### config.mk
export PLATFORM = sky130hd
export DESIGN_NAME = mem_access_unit
export DESIGN_NICKNAME = d
export VERILOG_FILES = /design/src/rtl/mem_pkg.sv /design/src/rtl/mem_wb_reg.sv /design/src/rtl/mem_access_unit.sv
export SDC_FILE = /design/constraint.sdc
export NUM_CORES = 1
export LEC_CHECK = 0
export BUFFER_PORTS_ARGS = -buffer_cell sky130_fd_sc_hd__buf_4
export CAP_MARGIN = 15
export CELL_PAD_IN_SITES_DETAIL_PLACEMENT = 0
export CELL_PAD_IN_SITES_GLOBAL_PLACEMENT = 1
export CORE_MARGIN = 5
export CORE_UTILIZATION = 36
export DETAILED_ROUTE_END_ITERATION = 16
export GPL_TIMING_DRIVEN = 0
export PLACE_DENSITY = 0.84
export SETUP_SLACK_MARGIN = 0.02
export SLEW_MARGIN = 10
export SYNTH_ARGS = -nofsm -noshare
export SYNTH_HDL_FRONTEND = slang
export SYNTH_SLANG_ARGS = --single-unit
### constraint.sdc
create_clock -name Clock_i -period 2.45 [get_ports Clock_i]
set_clock_uncertainty 0.15 [all_clocks]
set_input_delay 0.49 -clock Clock_i [delete_from_list [all_inputs] [get_ports Clock_i]]
set_output_delay 0.49 -clock Clock_i [all_outputs]
set_load 0.1 [all_outputs]
### src/rtl/mem_pkg.sv
// Shared types and constants for the MEM-stage memory access unit.
// Holds the access FSM state encoding, M-bit positions and the timeout fill word.
package mem_pkg;

    typedef enum logic [1:0] {
        IDLE = 2'd0,
        BUSY = 2'd1,
        DONE = 2'd2
    } state_t;

    localparam int M_READ_BIT  = 1;
    localparam int M_WRITE_BIT = 0;

    localparam logic [31:0] TIMEOUT_FILL = 32'hDEADBEEF;

endpackage

### src/rtl/mem_wb_reg.sv
// MEM/WB pipeline register with bubble insertion while the MEM stage stalls.
// Ports: clk/rst_n, stall, squash, *_next inputs from MEM, registered wb/alu/rd/data.
module mem_wb_reg
    import mem_pkg::*;
(
    input  logic        clk,
    input  logic        rst_n,
    input  logic        stall,
    input  logic        squash,
    input  logic [1:0]  wb_next,
    input  logic [31:0] alu_next,
    input  logic [4:0]  rd_next,
    input  logic [31:0] data_next,
    output logic [1:0]  wb,
    output logic [31:0] alu,
    output logic [4:0]  rd,
    output logic [31:0] data
);

    always_ff @(posedge clk or negedge rst_n) begin
        if (!rst_n) begin
            wb   <= '0;
            alu  <= '0;
            rd   <= '0;
            data <= '0;
        end else if (stall) begin
            // Bubble: kill writeback, keep the datapath fields.
            wb <= '0;
        end else begin
            wb   <= squash ? 2'b00 : wb_next;
            alu  <= alu_next;
            rd   <= rd_next;
            data <= data_next;
        end
    end

endmodule

### src/rtl/mem_access_unit.sv
// MEM stage: drives a req/ack data-memory port from MemRead/MemWrite, stalls
// upstream while busy, loads MEM/WB and flags misaligned/illegal/timeout.
// Ports: Clock_i/Rst_n_i, EX/MEM inputs, Stall_o, mem_* port, MEM/WB outputs, error flags.
module mem_access_unit
    import mem_pkg::*;
#(
    parameter int TIMEOUT_CYCLES = 255,
    parameter int CNT_W          = 16
)
(
    input  logic        Clock_i,
    input  logic        Rst_n_i,
    input  logic [1:0]  WB_i,
    input  logic [1:0]  M_i,
    input  logic [31:0] ALU_i,
    input  logic [31:0] WriteData_i,
    input  logic [4:0]  RegRd_i,
    output logic        Stall_o,
    output logic        mem_req_o,
    output logic        mem_we_o,
    output logic [31:0] mem_addr_o,
    output logic [31:0] mem_wdata_o,
    input  logic        mem_ack_i,
    input  logic [31:0] mem_rdata_i,
    output logic [1:0]  WB_o,
    output logic [31:0] ReadData_o,
    output logic [31:0] ALU_o,
    output logic [4:0]  RegRd_o,
    output logic        AlignErr_o,
    output logic        IllegalErr_o,
    output logic        TimeoutErr_o
);

    state_t           state;
    logic [CNT_W-1:0] cnt;
    logic [31:0]      cap;

    logic rd_op;
    logic wr_op;
    logic idle;
    logic access;
    logic misalign;
    logic illegal;
    logic timeout_hit;
    logic [31:0] load_data;

    assign rd_op    = M_i[M_READ_BIT] & ~M_i[M_WRITE_BIT];
    assign wr_op    = M_i[M_WRITE_BIT] & ~M_i[M_READ_BIT];
    assign idle     = (state == IDLE);
    // Only decode in IDLE: in BUSY/DONE the inputs are the held instruction.
    assign access   = idle & (rd_op | wr_op) & (ALU_i[1:0] == 2'b00);
    assign misalign = idle & (rd_op | wr_op) & (ALU_i[1:0] != 2'b00);
    assign illegal  = idle & (M_i == 2'b11);

    assign Stall_o     = access | (state == BUSY);
    assign timeout_hit = (cnt == CNT_W'(TIMEOUT_CYCLES - 1));
    assign load_data   = ((state == DONE) && !mem_we_o) ? cap : 32'h0;

    always_ff @(posedge Clock_i or negedge Rst_n_i) begin
        if (!Rst_n_i) begin
            state        <= IDLE;
            cnt          <= '0;
            cap          <= '0;
            mem_req_o    <= 1'b0;
            mem_we_o     <= 1'b0;
            mem_addr_o   <= '0;
            mem_wdata_o  <= '0;
            AlignErr_o   <= 1'b0;
            IllegalErr_o <= 1'b0;
            TimeoutErr_o <= 1'b0;
        end else begin
            AlignErr_o   <= misalign;
            IllegalErr_o <= illegal;
            unique case (state)
                IDLE: begin
                    if (access) begin
                        mem_req_o   <= 1'b1;
                        mem_we_o    <= wr_op;
                        mem_addr_o  <= ALU_i;
                        mem_wdata_o <= WriteData_i;
                        cnt         <= '0;
                        state       <= BUSY;
                    end
                end
                BUSY: begin
                    // Ack wins over a coincident timeout compare.
                    if (mem_ack_i) begin
                        if (!mem_we_o) cap <= mem_rdata_i;
                        mem_req_o <= 1'b0;
                        state     <= DONE;
                    end else if (timeout_hit) begin
                        mem_req_o    <= 1'b0;
                        cap          <= TIMEOUT_FILL;
                        TimeoutErr_o <= 1'b1;
                        state        <= DONE;
                    end else begin
                        cnt <= cnt + CNT_W'(1);
                    end
                end
                DONE: begin
                    state <= IDLE;
                end
                default: begin
                    state <= IDLE;
                end
            endcase
        end
    end

    mem_wb_reg u_mem_wb (
        .clk       (Clock_i),
        .rst_n     (Rst_n_i),
        .stall     (Stall_o),
        .squash    (misalign | illegal),
        .wb_next   (WB_i),
        .alu_next  (ALU_i),
        .rd_next   (RegRd_i),
        .data_next (load_data),
        .wb        (WB_o),
        .alu       (ALU_o),
        .rd        (RegRd_o),
        .data      (ReadData_o)
    );

endmodule

==> results of run 1 <==
worst paths after layout:
check                                    from  slack [ns]  depth (start not counted)        endpoint
worst max register to register        cnt[12]        0.11                          5         cnt[14]
max in group asynchronous             Rst_n_i        0.71                          4  mem_addr_o[27]
worst min register to register  mem_addr_o[0]        0.34                          1   mem_addr_o[0]
worst max-delay path                  cnt[12]        0.11                          5         cnt[14]
min in group asynchronous             Rst_n_i        0.38                          2         cap[13]
worst min-delay path                  WB_i[1]        0.14                          2  u_mem_wb.wb[1]
power groups by stage:
| stage | sequential, W | clock [W] | combinational [W] |
|---|---|---|---|
| after floorplan | 0.00789 | 0 | 0.00120 |
| after global placement | 0.00444 | 0 | 0.00602 |
| after detailed placement | 0.00448 | 0 | 0.00608 |
| after CTS | 0.00442 | 0.00279 | 0.00616 |
| after global routing | 0.00452 | 0.00291 | 0.00635 |
| final | 0.00441 | 0.00272 | 0.00612 |
cells in the final DEF (no fill, tap or decap), types with 5 or more instances in the layout:
master and count:
inv_1 6, nor3_1 9, buf_1 6, a2bb2oi_1 6, a2bb2oi_2 18, a22o_1 48
clkbuf_1 17, buf_4 257, dfrtp_1 187, clkbuf_16 17, o22ai_1 23, mux2_2 100
nand4_1 6, and3_1 9, nand3_1 8, and4_1 7, nand2_1 5, nor3b_1 5
a211o_1 10, nor2_1 5
worst reg2reg max path, cell delays in order (launching register included):
cell and delay (ns):
dfrtp_1 0.43, or4bb_4 0.61, o41a_4 0.50, buf_6 0.17, and3_1 0.16, a211o_1 0.21
what timing repair did:
action	4_1_cts	5_1_grt
hold buffers	1	0
buffers inserted	6	5
resized for setup	15	4
pin swaps	2	4
endpoints found under the hold margin	45	0
setup endpoints to repair	176	7
cell type report:
| cell class | instances | area share (%) |
|---|---|---|
| multi-input combinational | 299 | 26.2 |
| clock inverter | 15 | 1.38 |
| timing repair buffer | 261 | 18.8 |
| buffer | 34 | 1.80 |
| inverter | 7 | 0.256 |
| antenna | 1 | 0.0233 |
| tap | 275 | 3.21 |
| sequential | 190 | 44.3 |
| clock buffer | 17 | 3.96 |
cell families (layout without fill, tap and decap cells):
family | Yosys count | after routing | share of synthesized area, %
buffers and inverters | 41 | 334 | 2.69
and+or+nand+nor | 71 | 71 | 5.56
DFF | 190 | 190 | 61.6
muxes | 101 | 101 | 14.7
other | 0 | 1 | 0
AOI/OAI and AO/OA | 123 | 123 | 14.7
adders and majority gates | 4 | 4 | 0.649
registers in the layout (all words and copies together), names as in the netlist:
signal         count
mem_addr_o        32
cnt               16
mem_we_o           1
mem_wdata_o       32
state              2
u_mem_wb.alu      32
u_mem_wb.data     32
mem_req_o          1
u_mem_wb.rd        5
cap               32
TimeoutErr_o       1
u_mem_wb.wb        2
AlignErr_o         1
IllegalErr_o       1
metal layers:
metal  vias up  wire length, um  global-route usage (%)
li1       2584                -                       -
met1      2770             8390                    21.0
met2       204             9870                    26.2
met3        20             1910                    6.83
met4         0              340                    4.59
met5         -                0                       0
metrics by stage:
| stage | setup slack (ns) | TNS, ns | area (sq um) |
|---|---|---|---|
| 3_5_place_dp | -1.09 | -95.35 | 9980 |
| 3_3_place_gp | -1.10 | -194.24 | 9920 |
| 5_1_grt | 0.0240 | 0 | 10700 |
| 4_1_cts | 0.00521 | 0 | 10700 |
| 6_report | 0.107 | 0 | 10700 |
| 2_1_floorplan | 0.0117 | 0 | 7720 |
==> metrics.txt, run 1 <==
clock share of power 20.5%; Layout Utilization 50.9%; yosys warns 0; Worst Path Required around 2.6 ns; CTS tree built; Vias/cell roughly 5; synth unique cells 46; WP buf/inv 1; die height approximately 160 um; first-pass GRT wire length about 32,000 um; H-tree levels 4; TritonCTS Sinks 190; grt ovf 0; dominant synthesized flop cell dfrtp_1; RSZ-0062 raised after global routing false; Sw Ratio roughly half; Psw around 0.0064 W; CP startpoint kind flop; placed cells around 1,100; area grow syn2layout 39.1%; Slew Viols, Final 0; Final setup violation count 0; Chip Width around 160 um; CTS Buf Count 17; fraction of layout cells with a size suffix above 1 52.9%; share of the synthesized area in the top cell type slightly above 60%; critical path endpoint category flop; DP HPWL ~15,000 um; Seq pwr share 33.3%; number of flops mapped to enable cells by yosys 0; multi-input combinational cell area ~2800 sq um; Clk pin slew, worst setup/hold paths 0.07 ns; Post-Layout Cell Count 1,099; GR Util All Layers between 15 and 20%; PwrDens roughly 1200 nW/um^2; final net count between 900 and 1,000; syn avg cell area between 10 and 15 sq um; cell family with most CP delay simple AND/OR/NAND/NOR gates; area leader, netlist dfrtp_1; drt total wl 20,500 um; Hold Crit Class primary input to flop; most instantiated cells after synthesis dfrtp_1, mux2_2, a22o_1; register area 4760 sq um; Tot Pwr around 0.013 W; port buffer count around 250; cell internal pwr approximately 0.0069 W; Synth async-reset ratio 100%; Hold Vio Cnt, Final 0; initial antenna violation count 0; Mapped Nets ~640; total core area 21,100 sq um; slew margin rel. between 40% and 50%; Final Critical Period approximately 2.3 ns; Fmax achieved roughly 0.43 GHz; number of global-route vias before repair between 5,000 and 6,000; I/O Pins between 200 and 250; synthesized instance count 530; Via Count ~5,600; CTS root buf clkbuf_16; Clock Path Buffers 2; drt initial violations 190; die area between 20,000 and 25,000 sq um; Slew @ Worst Pin roughly 0.85 ns; Worst-Skew Late Latency 0.44 ns; Logic pwr share ~46%; max-cap viol count 0; count leader, synth dfrtp_1; worst stage delay on the critical path ~0.61 ns; Cell Area, Synth roughly 7700 sq um; row count 53; #FFs+latches synth 190; routed len/inst around 19 um; Hold WS between 0.1 and 0.15 ns; static leakage about 5 nW; CP Max Fanout 10; final period utilization 95.6%; largest net degree at the start of global routing 75; Slowest cell on crit path or4bb_4; CP Class flop to flop; DR DRC count 0; initial core utilization ~37%; worst-path cell chain or4bb_4, o41a_4, buf_6, and3_1, a211o_1; post-route ant nets 0; Worst EP arrival approximately 2.5 ns; Filler Cell Count 1,880; Max VDD drop 0.000748 V; GPL Wtd Cong approximately 0.81; sequential area share after synthesis 61.6%; status finished, final reports clean; largest cells by area after synthesis dfrtp_1, mux2_2, a22o_1; drt pass-1 iters 4
Power figures use the tool's default switching activity.
==> run 2: changes to the inputs <==
Settings changed: CORE_UTILIZATION 36 to 40, PLACE_DENSITY 0.84 to 0.88.
Clock period 2.45 ns to 2.44 ns, I/O delays scaled along.
==> metrics.txt, run 2 (synthesis results as in run 1) <==
Worst EP arrival 2.55 ns; reg2reg end cnt[14]; Post-Layout Cell Count around 1,100; WP buf/inv 1; DR DRC count 0; area grow syn2layout 38.8%; commonest non-fill, non-tap cell in the layout buf_4; Psw between 0.006 and 0.007 W; CP endpoint cnt[14]; clock share of power 21.2%; Slowest cell on crit path or4bb_4; drt initial violations roughly 350; number of global-route vias before repair just under 6,000; antenna cells 0; final period utilization a little over nine tenths; I/O Pins ~250; Filler Cell Count 1,572; Clock Path Buffers 2; Setup TNS Final 0 ns; critical path depth 5; worst stage delay on the critical path about 0.6 ns; Slew @ Worst Pin 0.908 ns; grt ovf 0; R2R Setup Slk ~0.053 ns; drt total wl ~20,000 um; Fmax achieved between 0.4 and 0.5 GHz; Logic pwr share between 40% and 50%; CTS Buf Count 17; die height approximately 150 um; Clk pin slew, worst setup/hold paths roughly 0.080 ns; GPL Wtd Cong around 0.76; Worst Path Required 2.60 ns; Seq pwr share about 33%; GR Util All Layers roughly 18%; CTS root buf clkbuf_16; initial core utilization approximately two fifths; RSZ-0062 raised after global routing true; TritonCTS Sinks 190; Worst-Skew Late Latency between 0.4 and 0.5 ns; Final Critical Period 2.39 ns; CP Class flop to flop; first-pass GRT wire length approximately 32,000 um; Final setup violation count 0; most frequent cells in the layout buf_4, dfrtp_1, mux2_2, a22o_1, o22ai_1; die area 22,200 sq um; final net count 920; routed len/inst between 15 and 20 um; placed cells between 1,000 and 1,500; Sw Ratio a little under half; Tot Pwr about 0.013 W; slew margin rel. about 39%; Vias/cell a little over 5; cell internal pwr between 0.007 and 0.008 W; critical path endpoint category flop; drt pass-1 iters 7; Hold WS between 0.1 and 0.15 ns; CTS tree built; Layout Utilization 56.9%; post-route ant nets 0; CP startpoint kind flop; DP HPWL between 10,000 and 15,000 um; Hold Vio Cnt, Final 0; Via Count about 5,600; PwrDens 1250 nW/um^2; Hold Crit Class primary input to flop; Slew Viols, Final 0; r2r startpoint cnt[12]; largest net degree at the start of global routing 100; CP Max Fanout 10; Max VDD drop about 0.0007 V; crit path launch cnt[12]; H-tree levels 4; Hold Path Cell Cnt 2; static leakage ~5.1 nW; Worst Reg-to-Reg Cells 5; cell family with most CP delay simple AND/OR/NAND/NOR gates; max-cap viol count 0; initial antenna violation count 0; fraction of layout cells with a size suffix above 1 a little over half; row count 50; total core area roughly 19,000 sq um; worst-path cell chain or4bb_4, o41a_4, buf_8, and3_1, a211o_1; port buffer count 247; Chip Width 149 um; status finished, final reports clean
[run 2: cell types whose count changed in the layout (fill, tap and decap cells not counted)]
cell       delta
clkinv_4      -1
bufinv_16     +1
clkinv_8      +1
diode_2       -1
clkinv_2      -3
buf_6         -1
buf_16        -1
inv_4         +1
clkbuf_1      +1
[run 2: cell type report]
type                       count  area (sq um)  share of cell area, %
clock inverter                14           175                   1.64
timing repair buffer         260          1990                   18.6
sequential                   190          4760                   44.4
inverter                       7          28.8                  0.269
buffer                        33           181                   1.69
multi-input combinational    299          2810                   26.3
tap                          260           325                   3.04
clock buffer                  18           429                   4.01
[run 2: power groups by stage]
stage	Clock [W]	Combinational, W	Sequential (W)
2_1_floorplan	0	0.00120	0.00793
3_3_place_gp	0	0.00604	0.00444
3_5_place_dp	0	0.00610	0.00448
4_1_cts	0.00290	0.00616	0.00441
5_1_grt	0.00305	0.00636	0.00453
6_report	0.00284	0.00615	0.00442
[run 2: stage by stage]
step           instance area [sq um]  setup slack [ns]
2_1_floorplan                   7720           0.00502
3_3_place_gp                    9900             -1.08
3_5_place_dp                    9930             -1.09
4_1_cts                        10600            0.0230
5_1_grt                        10700            0.0156
6_report                       10700            0.0532
[run 2: worst min-delay path by stage]
stage	startpoint	to	slack [ns]
final	WB_i[0]	u_mem_wb.wb[0]	0.13
after floorplan	Rst_n_i	AlignErr_o	0.04
after detailed placement	TimeoutErr_o	TimeoutErr_o	0.30
after global routing	WriteData_i[21]	mem_wdata_o[21]	0.11
after global placement	TimeoutErr_o	TimeoutErr_o	0.30
after CTS	WriteData_i[25]	mem_wdata_o[25]	0.11
[run 2: what timing repair did]
item                                    4_1_cts  5_1_grt
endpoints found under the hold margin        98        0
pin swaps                                     3        3
resized for setup                            12        8
buffers inserted                              6        5
endpoints found under the setup margin      176       30
gates cloned                                  0        0
hold buffers                                  1        0
[run 2: routing by layer]
| layer | global-route usage [%] | part of all wire (%) | vias to the layer above |
|---|---|---|---|
| met5 | 0 | 0 | - |
| met3 | 6.81 | 8.3 | 23 |
| met2 | 28.8 | 48 | 193 |
| li1 | - | - | 2580 |
| met4 | 5.54 | 1.8 | 0 |
| met1 | 23.7 | 42 | 2812 |
